`src/rtl/or1200_wb_arb.sv`:
```
// -----------------------------------------------------------------------------
// or1200_wb_arb
//
// Purpose:
//   Two-master / one-slave Wishbone classic arbiter that lets the OR1200
//   instruction bus (m0 = IWB) and data bus (m1 = DWB) share one external
//   slave bus. Ownership is granted per bus cycle (cyc) and held until the
//   owner drops cyc, so CAB bursts and read-modify-write sequences are never
//   split. Simultaneous requests from idle are broken round-robin against the
//   most recent owner. A watchdog terminates a stalled strobe with an error.
//
// Parameters:
//   AW    address width
//   DW    data width (select width is DW/8)
//   TO_W  watchdog counter width; a strobe stalled for 2**TO_W-1 cycles is
//         terminated with err
//
// Ports:
//   clk_i, rst_i                 bus clock, asynchronous active-low reset
//   m0_*_i / m1_*_i              master requests (cyc, stb, we, sel, adr, dat)
//   m0_*_o / m1_*_o              read data (broadcast) and terminations
//                                (ack, err, rty; owner only)
//   s_*_o                        slave request, copied from the owner
//   s_dat_i, s_ack_i, s_err_i,
//   s_rty_i                      slave read data and terminations
//   gnt_o                        registered one-hot owner (bit0 m0, bit1 m1)
// -----------------------------------------------------------------------------
module or1200_wb_arb #(
  parameter int AW   = 32,
  parameter int DW   = 32,
  parameter int TO_W = 8
) (
  input  logic            clk_i,
  input  logic            rst_i,

  input  logic            m0_cyc_i,
  input  logic            m0_stb_i,
  input  logic            m0_we_i,
  input  logic [DW/8-1:0] m0_sel_i,
  input  logic [AW-1:0]   m0_adr_i,
  input  logic [DW-1:0]   m0_dat_i,
  output logic [DW-1:0]   m0_dat_o,
  output logic            m0_ack_o,
  output logic            m0_err_o,
  output logic            m0_rty_o,

  input  logic            m1_cyc_i,
  input  logic            m1_stb_i,
  input  logic            m1_we_i,
  input  logic [DW/8-1:0] m1_sel_i,
  input  logic [AW-1:0]   m1_adr_i,
  input  logic [DW-1:0]   m1_dat_i,
  output logic [DW-1:0]   m1_dat_o,
  output logic            m1_ack_o,
  output logic            m1_err_o,
  output logic            m1_rty_o,

  output logic            s_cyc_o,
  output logic            s_stb_o,
  output logic            s_we_o,
  output logic [DW/8-1:0] s_sel_o,
  output logic [AW-1:0]   s_adr_o,
  output logic [DW-1:0]   s_dat_o,
  input  logic [DW-1:0]   s_dat_i,
  input  logic            s_ack_i,
  input  logic            s_err_i,
  input  logic            s_rty_i,

  output logic [1:0]      gnt_o
);

  typedef enum logic [1:0] {
    IDLE = 2'd0,
    GNT0 = 2'd1,
    GNT1 = 2'd2
  } state_t;

  state_t          state, state_nxt;
  logic            last, last_nxt;
  logic [TO_W-1:0] wdt;
  logic            own_stb;
  logic            any_term;
  logic            wdt_hit;

  // State, last owner and the registered grant all move on the same edge,
  // so gnt_o always mirrors the state that drives the forward path.
  always_ff @(posedge clk_i or negedge rst_i) begin
    if (!rst_i) begin
      state <= IDLE;
      last  <= 1'b0;
      gnt_o <= 2'b00;
    end else begin
      state <= state_nxt;
      last  <= last_nxt;
      gnt_o <= {state_nxt == GNT1, state_nxt == GNT0};
    end
  end

  // A grant is only decided from IDLE; on a tie the master that did not own
  // the bus last wins. An owner keeps the bus for as long as it holds cyc.
  always_comb begin
    state_nxt = state;
    last_nxt  = last;
    unique case (state)
      IDLE: begin
        if (m0_cyc_i && m1_cyc_i) begin
          state_nxt = last ? GNT0 : GNT1;
          last_nxt  = ~last;
        end else if (m0_cyc_i) begin
          state_nxt = GNT0;
          last_nxt  = 1'b0;
        end else if (m1_cyc_i) begin
          state_nxt = GNT1;
          last_nxt  = 1'b1;
        end
      end
      GNT0: if (!m0_cyc_i) state_nxt = IDLE;
      GNT1: if (!m1_cyc_i) state_nxt = IDLE;
      default: state_nxt = IDLE;
    endcase
  end

  assign own_stb  = ((state == GNT0) && m0_stb_i) || ((state == GNT1) && m1_stb_i);
  assign any_term = s_ack_i || s_err_i || s_rty_i;
  // Gated by the owner's strobe so an err is never issued to a master that
  // has already withdrawn its request.
  assign wdt_hit  = own_stb && (wdt == {TO_W{1'b1}});

  // Counts consecutive cycles of an owned strobe with no termination. The
  // timeout cycle itself clears the counter so the next beat starts fresh.
  always_ff @(posedge clk_i or negedge rst_i) begin
    if (!rst_i) begin
      wdt <= '0;
    end else if (own_stb && !any_term && !wdt_hit) begin
      wdt <= wdt + {{(TO_W-1){1'b0}}, 1'b1};
    end else begin
      wdt <= '0;
    end
  end

  // Forward path: the owner's request goes straight to the slave. On the
  // timeout cycle cyc/stb are withdrawn so the slave drops the stuck access.
  always_comb begin
    s_cyc_o = 1'b0;
    s_stb_o = 1'b0;
    s_we_o  = 1'b0;
    s_sel_o = '0;
    s_adr_o = '0;
    s_dat_o = '0;
    unique case (state)
      GNT0: begin
        s_cyc_o = m0_cyc_i && !wdt_hit;
        s_stb_o = m0_stb_i && !wdt_hit;
        s_we_o  = m0_we_i;
        s_sel_o = m0_sel_i;
        s_adr_o = m0_adr_i;
        s_dat_o = m0_dat_i;
      end
      GNT1: begin
        s_cyc_o = m1_cyc_i && !wdt_hit;
        s_stb_o = m1_stb_i && !wdt_hit;
        s_we_o  = m1_we_i;
        s_sel_o = m1_sel_i;
        s_adr_o = m1_adr_i;
        s_dat_o = m1_dat_i;
      end
      default: ;
    endcase
  end

  // Return path: read data is shared, terminations reach the owner only.
  // A timeout turns the cycle into an err and masks a coincident late ack.
  assign m0_dat_o = s_dat_i;
  assign m1_dat_o = s_dat_i;

  assign m0_ack_o = (state == GNT0) && s_ack_i && !wdt_hit;
  assign m0_err_o = (state == GNT0) && (s_err_i || wdt_hit);
  assign m0_rty_o = (state == GNT0) && s_rty_i;

  assign m1_ack_o = (state == GNT1) && s_ack_i && !wdt_hit;
  assign m1_err_o = (state == GNT1) && (s_err_i || wdt_hit);
  assign m1_rty_o = (state == GNT1) && s_rty_i;

endmodule
```
`config.mk`:
```
export PLATFORM = sky130hd
export DESIGN_NAME = or1200_wb_arb
export DESIGN_NICKNAME = d
export VERILOG_FILES = /design/src/rtl/or1200_wb_arb.sv
export SDC_FILE = /design/constraint.sdc
export NUM_CORES = 1
export LEC_CHECK = 0
export BUFFER_PORTS_ARGS = -buffer_cell sky130_fd_sc_hd__buf_2
export CORE_AREA = 4 4 123 125
export CTS_CLUSTER_DIAMETER = 100
export DETAILED_ROUTE_END_ITERATION = 10
export DIE_AREA = 0 0 127 129
export GPL_TIMING_DRIVEN = 0
export SYNTH_ARGS = -nofsm -noshare
export SYNTH_HDL_FRONTEND = slang
export SYNTH_SLANG_ARGS = --single-unit
```
`constraint.sdc`:
```
create_clock -name clk_i -period 3.2 [get_ports clk_i]
set_input_delay 0.32 -clock clk_i [delete_from_list [all_inputs] [get_ports clk_i]]
set_output_delay 0.32 -clock clk_i [all_outputs]
set_load 0.03 [all_outputs]
```
==> impl_metrics.yaml, run 1 <==
timing:
  slew-limit-headroom_pct: 54.84
  max_freq_ghz: 0.3595
  layout_worst_path_cycle_share_pct: 86.93
  final_critical_path_setup_slack_ns: 0.4182
  min_period_ns: 2.782
  clock_skew_ns: 0.001231
  worstMarginPinSlew_ns: 0.6774
  fin_tns_setup_ns: 0
  finalHoldViolCount: 0
  grt_setup_unrepaired: "false"
  setup_viol_count_final: 0
  final-max-slew-violation-count: 0
critical_path:
  critPathRequiredTime_ns: 2.88
  critical_path.reg2reg.startpoint: "state[1]"
  worstPathCellList: "inv_1 > ha_1 > clkbuf_1 > buf_2 > a22oi_1 > nor2b_1 > buf_2"
  reg2reg_depth: 7
  timing.critical_path.slowest_cell_delay_ns: 0.55
  slowest_stage: "sky130_fd_sc_hd__clkbuf_1"
  cp_data_arrival_time_ns: 2.46
  worst-setup-path-type: "reg2out"
  critical_path.endpoint_type: "output pin"
  critPathMaxFanout: 10
  worstSetupStartpointType: "flop"
  crit_top_cell: "sky130_fd_sc_hd__buf_2"
  crit_path_start: "state[0]"
global_routing:
  grt_max_degree: 14
  antenna_violations_before_repair: 0
  grt_pass1_wl_um: 16120
  grt_pass1_vias: 3042
  grtUsageTotal_pct: 12.10
  grt.overflow.total: 0
route:
  ant_nets: 0
  detail_route.drc_violations: 0
  vias: 3218
  firstDrtPassIters: 6
  vias_per_cell: 4.142
  drt_iter0_markers: 92
  wirelength_um: 11550
  wire_per_inst_um: 14.86
flow_run:
  max-cap-violations: 0
synthesis:
  netlist_area_um2: 2310
  share_of_synthesized_cell_area_in_full_adder_half_adder_and_majority_cells_pct: 3.250
  number_of_synthesized_flops_with_an_enable_pin: 0
  ys_ff_latch: 13
  synth_top_cells_by_area: "sky130_fd_sc_hd__a22oi_1 22%, sky130_fd_sc_hd__buf_4 21%, sky130_fd_sc_hd__nor2b_1 19%"
  synthTopCellsByCount: "71 x sky130_fd_sc_hd__nor2b_1, 69 x sky130_fd_sc_hd__a22oi_1, 65 x sky130_fd_sc_hd__buf_4, 16 x sky130_fd_sc_hd__clkbuf_1, 13 x sky130_fd_sc_hd__dfrtp_1"
  synth_compound_gate_area_share_pct: 26.76
  synth_largest_area_cell: "sky130_fd_sc_hd__a22oi_1"
  yosys.area_share.simple_pct: 27.90
  synth_nets: 488
  synth_xor_area_share_pct: 1.138
  synthDistinctLibCells: 33
  synth_seq_area_share_pct: 14.08
  synth.most_common_cell: "sky130_fd_sc_hd__nor2b_1"
  synth_mux_area_share_pct: 0.9751
  postSynth.topFlopCell: "sky130_fd_sc_hd__dfrtp_1"
  synth_top_family_by_area: "simple AND/OR/NAND/NOR gates"
  yosysTopAreaCellShare_pct: 22.43
  count_of_mapped_cells_out_of_synthesis: 303
  average_cell_area_after_synthesis_um2: 7.623
  ys_async_sr_fraction_pct: 100.0
  yosysWarnings: 0
hold_path:
  holdCritPathClass: "in2reg"
  worst_hold_startpoint: "m0_cyc_i"
  worst_hold_path.num_cells: 3
floorplan:
  core_outline_area_um2: 13880
  die_outline_area_um2: 16380
  io-pin-count: 322
  start_util_pct: 16.64
  fp.dieH_um: 129
  rows: 43
  die_w_um: 127
cells_and_area:
  nNetsFinal: 783
  fillers: 1574
  seq_area_um2: 325.3
  multi_input_comb_area_um2: 1386
  flow.area_growth_from_synthesis_pct: 76.22
  drive_gt1_share_pct: 62.14
  postLayoutCoreUtil_pct: 29.32
  num_antenna_cells: 0
placed_design:
  gp_congestion: 0.8018
  io_buffers: 289
  detailed_place_hpwl_um: 10090
  dp_slack_ns: 0.5072
power_and_ir_drop:
  worst_ir_drop_on_vdd_uv: 429.9
  power.density_nw_per_um2: 742.4
  leakage_power_figure_nw: 2.207
clock_network:
  ctsHtreeMaxLevel: 1
  max-clock-path-buffers: 2
  clock-sinks: 13
  clk_pin_slew_ns: 0.04
  tritoncts.num_buffers: 3
  root_driver: "sky130_fd_sc_hd__clkbuf_16"
  post_cts_resized: 0
  clkLatencyLatePin_ns: 0.24
  tritoncts: "done"
  post_cts_buffers: 0
status:
  outcome: "finished clean"
-- where the power goes --
part / leakage, nW / switching, mW / internal [mW]
sequential: 0.175 / 0.0217 / 0.192
combinational: 1.99 / 1.67 / 0.906
clock: 0.0382 / 0.0650 / 0.168
-- path summary, 6_finish.rpt --
| check | end | slack (ns) |
|---|---|---|
| setup / recovery | s_adr_o[22] | 0.42 |
| hold / removal | last | 0.47 |
| setup reg to reg | wdt[3] | 1.33 |
| hold reg to reg | last | 0.52 |
| max in group asynchronous | state[0] | 2.48 |
| min in group asynchronous | wdt[7] | 0.49 |
-- cells in the final DEF (no fill, tap or decap), types with 3 or more instances in the layout --
cell and count:
sky130_fd_sc_hd__and3_1 5, sky130_fd_sc_hd__and2_1 3, sky130_fd_sc_hd__buf_4 65, sky130_fd_sc_hd__ha_1 6
sky130_fd_sc_hd__a22oi_1 69, sky130_fd_sc_hd__nor3_1 3, sky130_fd_sc_hd__buf_2 296, sky130_fd_sc_hd__inv_1 4
sky130_fd_sc_hd__clkbuf_16 3, sky130_fd_sc_hd__clkbuf_1 17, sky130_fd_sc_hd__nor2b_1 71, sky130_fd_sc_hd__dfrtp_1 13
sky130_fd_sc_hd__nor3b_1 3, sky130_fd_sc_hd__nand2_1 3, sky130_fd_sc_hd__nor2_1 6, sky130_fd_sc_hd__nand3_1 3
sky130_fd_sc_hd__a21oi_1 3
-- metal layers --
layer | part of all wire [%] | global-route usage, % | vias to the layer above
met4 | 0.62 | 1.451 | 0
met2 | 49 | 21.51 | 164
met3 | 8.3 | 1.826 | 6
li1 | - | - | 1602
met1 | 42 | 15.99 | 1446
met5 | 0 | 0 | -
-- sequential cells by signal, summed over array words and instances (netlist names) --
name,flops
gnt_o,2
last,1
state,2
wdt,8
-- cells by family (layout without fill, tap and decap cells) --
kind of cell               count (synthesis)  count (layout)
adders and majority gates                  6               6
buffers and inverters                     92             386
DFF                                       13              13
AOI/OAI and AO/OA                         82              82
xor gates and xnor gates                   3               3
and+or+nand+nor                          105             105
muxes                                      2               2
-- metrics by stage --
stage / cell area (um^2) / power, mW / hold WS [ns] / cells
2_1_floorplan: 2310 / 2.022 / 0.02441 / 303
3_3_place_gp: 3981 / 2.847 / 0.2226 / 772
3_5_place_dp: 3981 / 2.848 / 0.2256 / 772
4_1_cts: 4070 / 3.097 / 0.4676 / 777
5_1_grt: 4070 / 3.263 / 0.4910 / 777
6_report: 4070 / 3.022 / 0.4707 / 777
-- critical path, delay by kind of cell (launching register included) --
kind                       cells  cell delay (ns)
AOI/OAI and AO/OA              1             0.13
and+or+nand+nor                1             0.17
adders and majority gates      1             0.25
buffers and inverters          4             1.24
DFF                            1             0.43
-- area by class of cell --
class	count	share of cell area (%)
plain buffers	88	14.33
clock buffers	4	1.937
inverters	4	0.3689
multi-input cells	198	34.06
flip-flops and latches	13	7.993
well taps	180	5.533
repair buffers	290	35.78
-- timing repair --
| action | in CTS | in global routing |
|---|---|---|
| hold endpoints to repair | 13 | 0 |
| hold buffers | 1 | 0 |
| setup endpoints to repair | 0 | 0 |
No activity file was read; power rests on OpenSTA's default activity.
==> inputs of run 2 (changes only) <==
RECOVER_POWER = 100   (was not set)
==> run 2 against run 1 <==
Against the previous run:
- register-to-register slack got worse by 0.10 ns
- sequential share of layout area rose by 0.31 points
- non-clock buffer count did not move
- critical path type unchanged
- largest cell class unchanged
- clock-buffer cell count did not move
- largest power group unchanged
==> impl_metrics.yaml, run 2 (synthesis gave the netlist of run 1 again) <==
global_routing:
  grt.overflow.total: 0
  grtUsageTotal_pct: 12.10
  antenna_violations_before_repair: 0
  grt_pass1_wl_um: 16120
  grt_pass1_vias: 3042
  grt_max_degree: 14
cells_and_area:
  largest_registers: "wdt: 8 flops, gnt_o: 2 flops, state: 2 flops"
  drive_gt1_share_pct: 43.22
  flow.area_growth_from_synthesis_pct: 69.66
  regMostFlops: "wdt"
  nNetsFinal: 783
  largest_register_ff_count: 8
  final_area_um2: 3919
  mostFrequentLayoutCells: "158 x sky130_fd_sc_hd__buf_2, 127 x sky130_fd_sc_hd__clkbuf_1, 71 x sky130_fd_sc_hd__nor2b_1, 70 x sky130_fd_sc_hd__a22oi_1, 65 x sky130_fd_sc_hd__buf_4"
  postLayoutCoreUtil_pct: 28.23
  num_antenna_cells: 0
  mostFrequentLayoutCell: "sky130_fd_sc_hd__buf_2"
route:
  dr_wl_met2_um: 5671
  detail_route.drc_violations: 0
  vias: 3199
  dr_wl_met3_um: 950
  wirelength_um: 11550
  ant_nets: 0
  firstDrtPassIters: 6
  vias_per_cell: 4.117
  highest_layer: "met4"
  wire_per_inst_um: 14.87
  wl_met1_um: 4858
  drt_iter0_markers: 79
placed_design:
  io_buffers: 289
  detailed_place_hpwl_um: 10090
  dpl_cell_area_um2: 3981
  gp_congestion: 0.8018
timing:
  setup_viol_count_final: 0
  worstMarginPinSlew_ns: 0.6945
  hold_slack_ns: 0.4702
  min_period_ns: 2.821
  layout_worst_path_cycle_share_pct: 88.16
  grt_setup_unrepaired: "false"
  slew-limit-headroom_pct: 53.70
  fin_tns_setup_ns: 0
  final-max-slew-violation-count: 0
  max_freq_ghz: 0.3545
  finalHoldViolCount: 0
  clock_skew_ns: 0.001639
power_and_ir_drop:
  leakage_power_figure_nw: 1.822
  worst_ir_drop_on_vdd_uv: 435.8
  power.density_nw_per_um2: 755.5
clock_network:
  tritoncts.num_buffers: 3
  ctsHtreeMaxLevel: 1
  clk_pin_slew_ns: 0.04
  root_driver: "sky130_fd_sc_hd__clkbuf_16"
  clock-sinks: 13
  clkLatencyLatePin_ns: 0.24
  post_cts_resized: 0
  max-clock-path-buffers: 2
  tritoncts: "done"
floorplan:
  die_outline_area_um2: 16380
  start_util_pct: 16.64
  rows: 43
  die_w_um: 127
  core_outline_area_um2: 13880
  fp.dieH_um: 129
  io-pin-count: 322
hold_path:
  holdCritPathClass: "in2reg"
  worst_hold_path.num_cells: 3
critical_path:
  worst-path-stages: 7
  worstSetupStartpointType: "flop"
  worst-setup-path-type: "reg2out"
  slowest_stage: "sky130_fd_sc_hd__clkbuf_1"
  worst_path_dominant_cell_family: "buffers and inverters"
  critical_path.endpoint_type: "output pin"
  cp_num_buf_inv: 4
  worstPathCellList: "inv_1 > ha_1 > clkbuf_1 > buf_2 > a22oi_1 > nor2b_1 > clkbuf_1"
  critPathMaxFanout: 10
  crit_top_cell: "sky130_fd_sc_hd__clkbuf_1"
  cp_data_arrival_time_ns: 2.50
  critPathRequiredTime_ns: 2.88
  reg2reg_depth: 7
  timing.critical_path.slowest_cell_delay_ns: 0.55
flow_run:
  max-cap-violations: 0
status:
  outcome: "finished clean"
## run 2: cell count changes in the layout (fill, tap and decap cells not counted)
cell                       change
sky130_fd_sc_hd__and2_0        +1
sky130_fd_sc_hd__and2_1        -1
sky130_fd_sc_hd__a211oi_2      -1
sky130_fd_sc_hd__a22oi_1       +1
sky130_fd_sc_hd__a22oi_2       -1
sky130_fd_sc_hd__clkbuf_1    +110
sky130_fd_sc_hd__clkbuf_2     +28
sky130_fd_sc_hd__a211oi_1      +1
sky130_fd_sc_hd__buf_2       -138
sky130_fd_sc_hd__or4_4         -1
sky130_fd_sc_hd__or4_1         +1
## run 2: final cells by class
type / count / area [um^2]
clock buffer: 4 / 78.83
timing repair buffer: 290 / 1321
buffer: 88 / 580.6
multi-input combinational: 198 / 1373
sequential: 13 / 325.3
inverter: 4 / 15.01
tap: 180 / 225.2
fill: 1622 / 9962
## run 2: repair_timing
| item | in CTS | in global routing |
|---|---|---|
| hold buffers | 1 | 0 |
| endpoints found under the hold margin | 13 | 0 |
| setup endpoints to repair | 0 | 0 |
| setup buffers | 0 | 0 |
## run 2: per-layer routing
metal	track usage, %	vias to the layer above
met5	0	-
met4	1.451	0
met3	1.826	6
met2	21.51	165
met1	15.99	1426
li1	-	1602
## run 2: path summary, 6_finish.rpt
| check | startpoint | endpoint | slack [ns] |
|---|---|---|---|
| setup / recovery | state[0] | s_dat_o[9] | 0.38 |
| hold / removal | m0_cyc_i | last | 0.47 |
| setup reg to reg | state[1] | wdt[5] | 1.23 |
| hold reg to reg | last | last | 0.52 |
| max in group asynchronous | rst_i | state[0] | 2.12 |
| min in group asynchronous | rst_i | wdt[7] | 0.64 |
## run 2: where the power goes
group | switching, mW | internal, mW | leakage [nW]
Clock | 0.0657 | 0.168 | 0.0382
Sequential | 0.0220 | 0.192 | 0.175
Combinational | 1.68 | 0.836 | 1.61
## run 2: per-stage QoR
step | power, mW | worst slack (ns) | cells
after floorplan | 2.022 | 1.141 | 303
after global placement | 2.847 | 0.6045 | 772
after detailed placement | 2.848 | 0.5072 | 772
after CTS | 3.097 | 0.2344 | 777
after global routing | 3.203 | 0.03818 | 777
final | 2.961 | 0.3790 | 777
## run 2: tightest hold or removal path, stage by stage
cell and delay [ns]:
sky130_fd_sc_hd__buf_2 0.13, sky130_fd_sc_hd__and3_1 0.17, sky130_fd_sc_hd__nor2_1 0.05
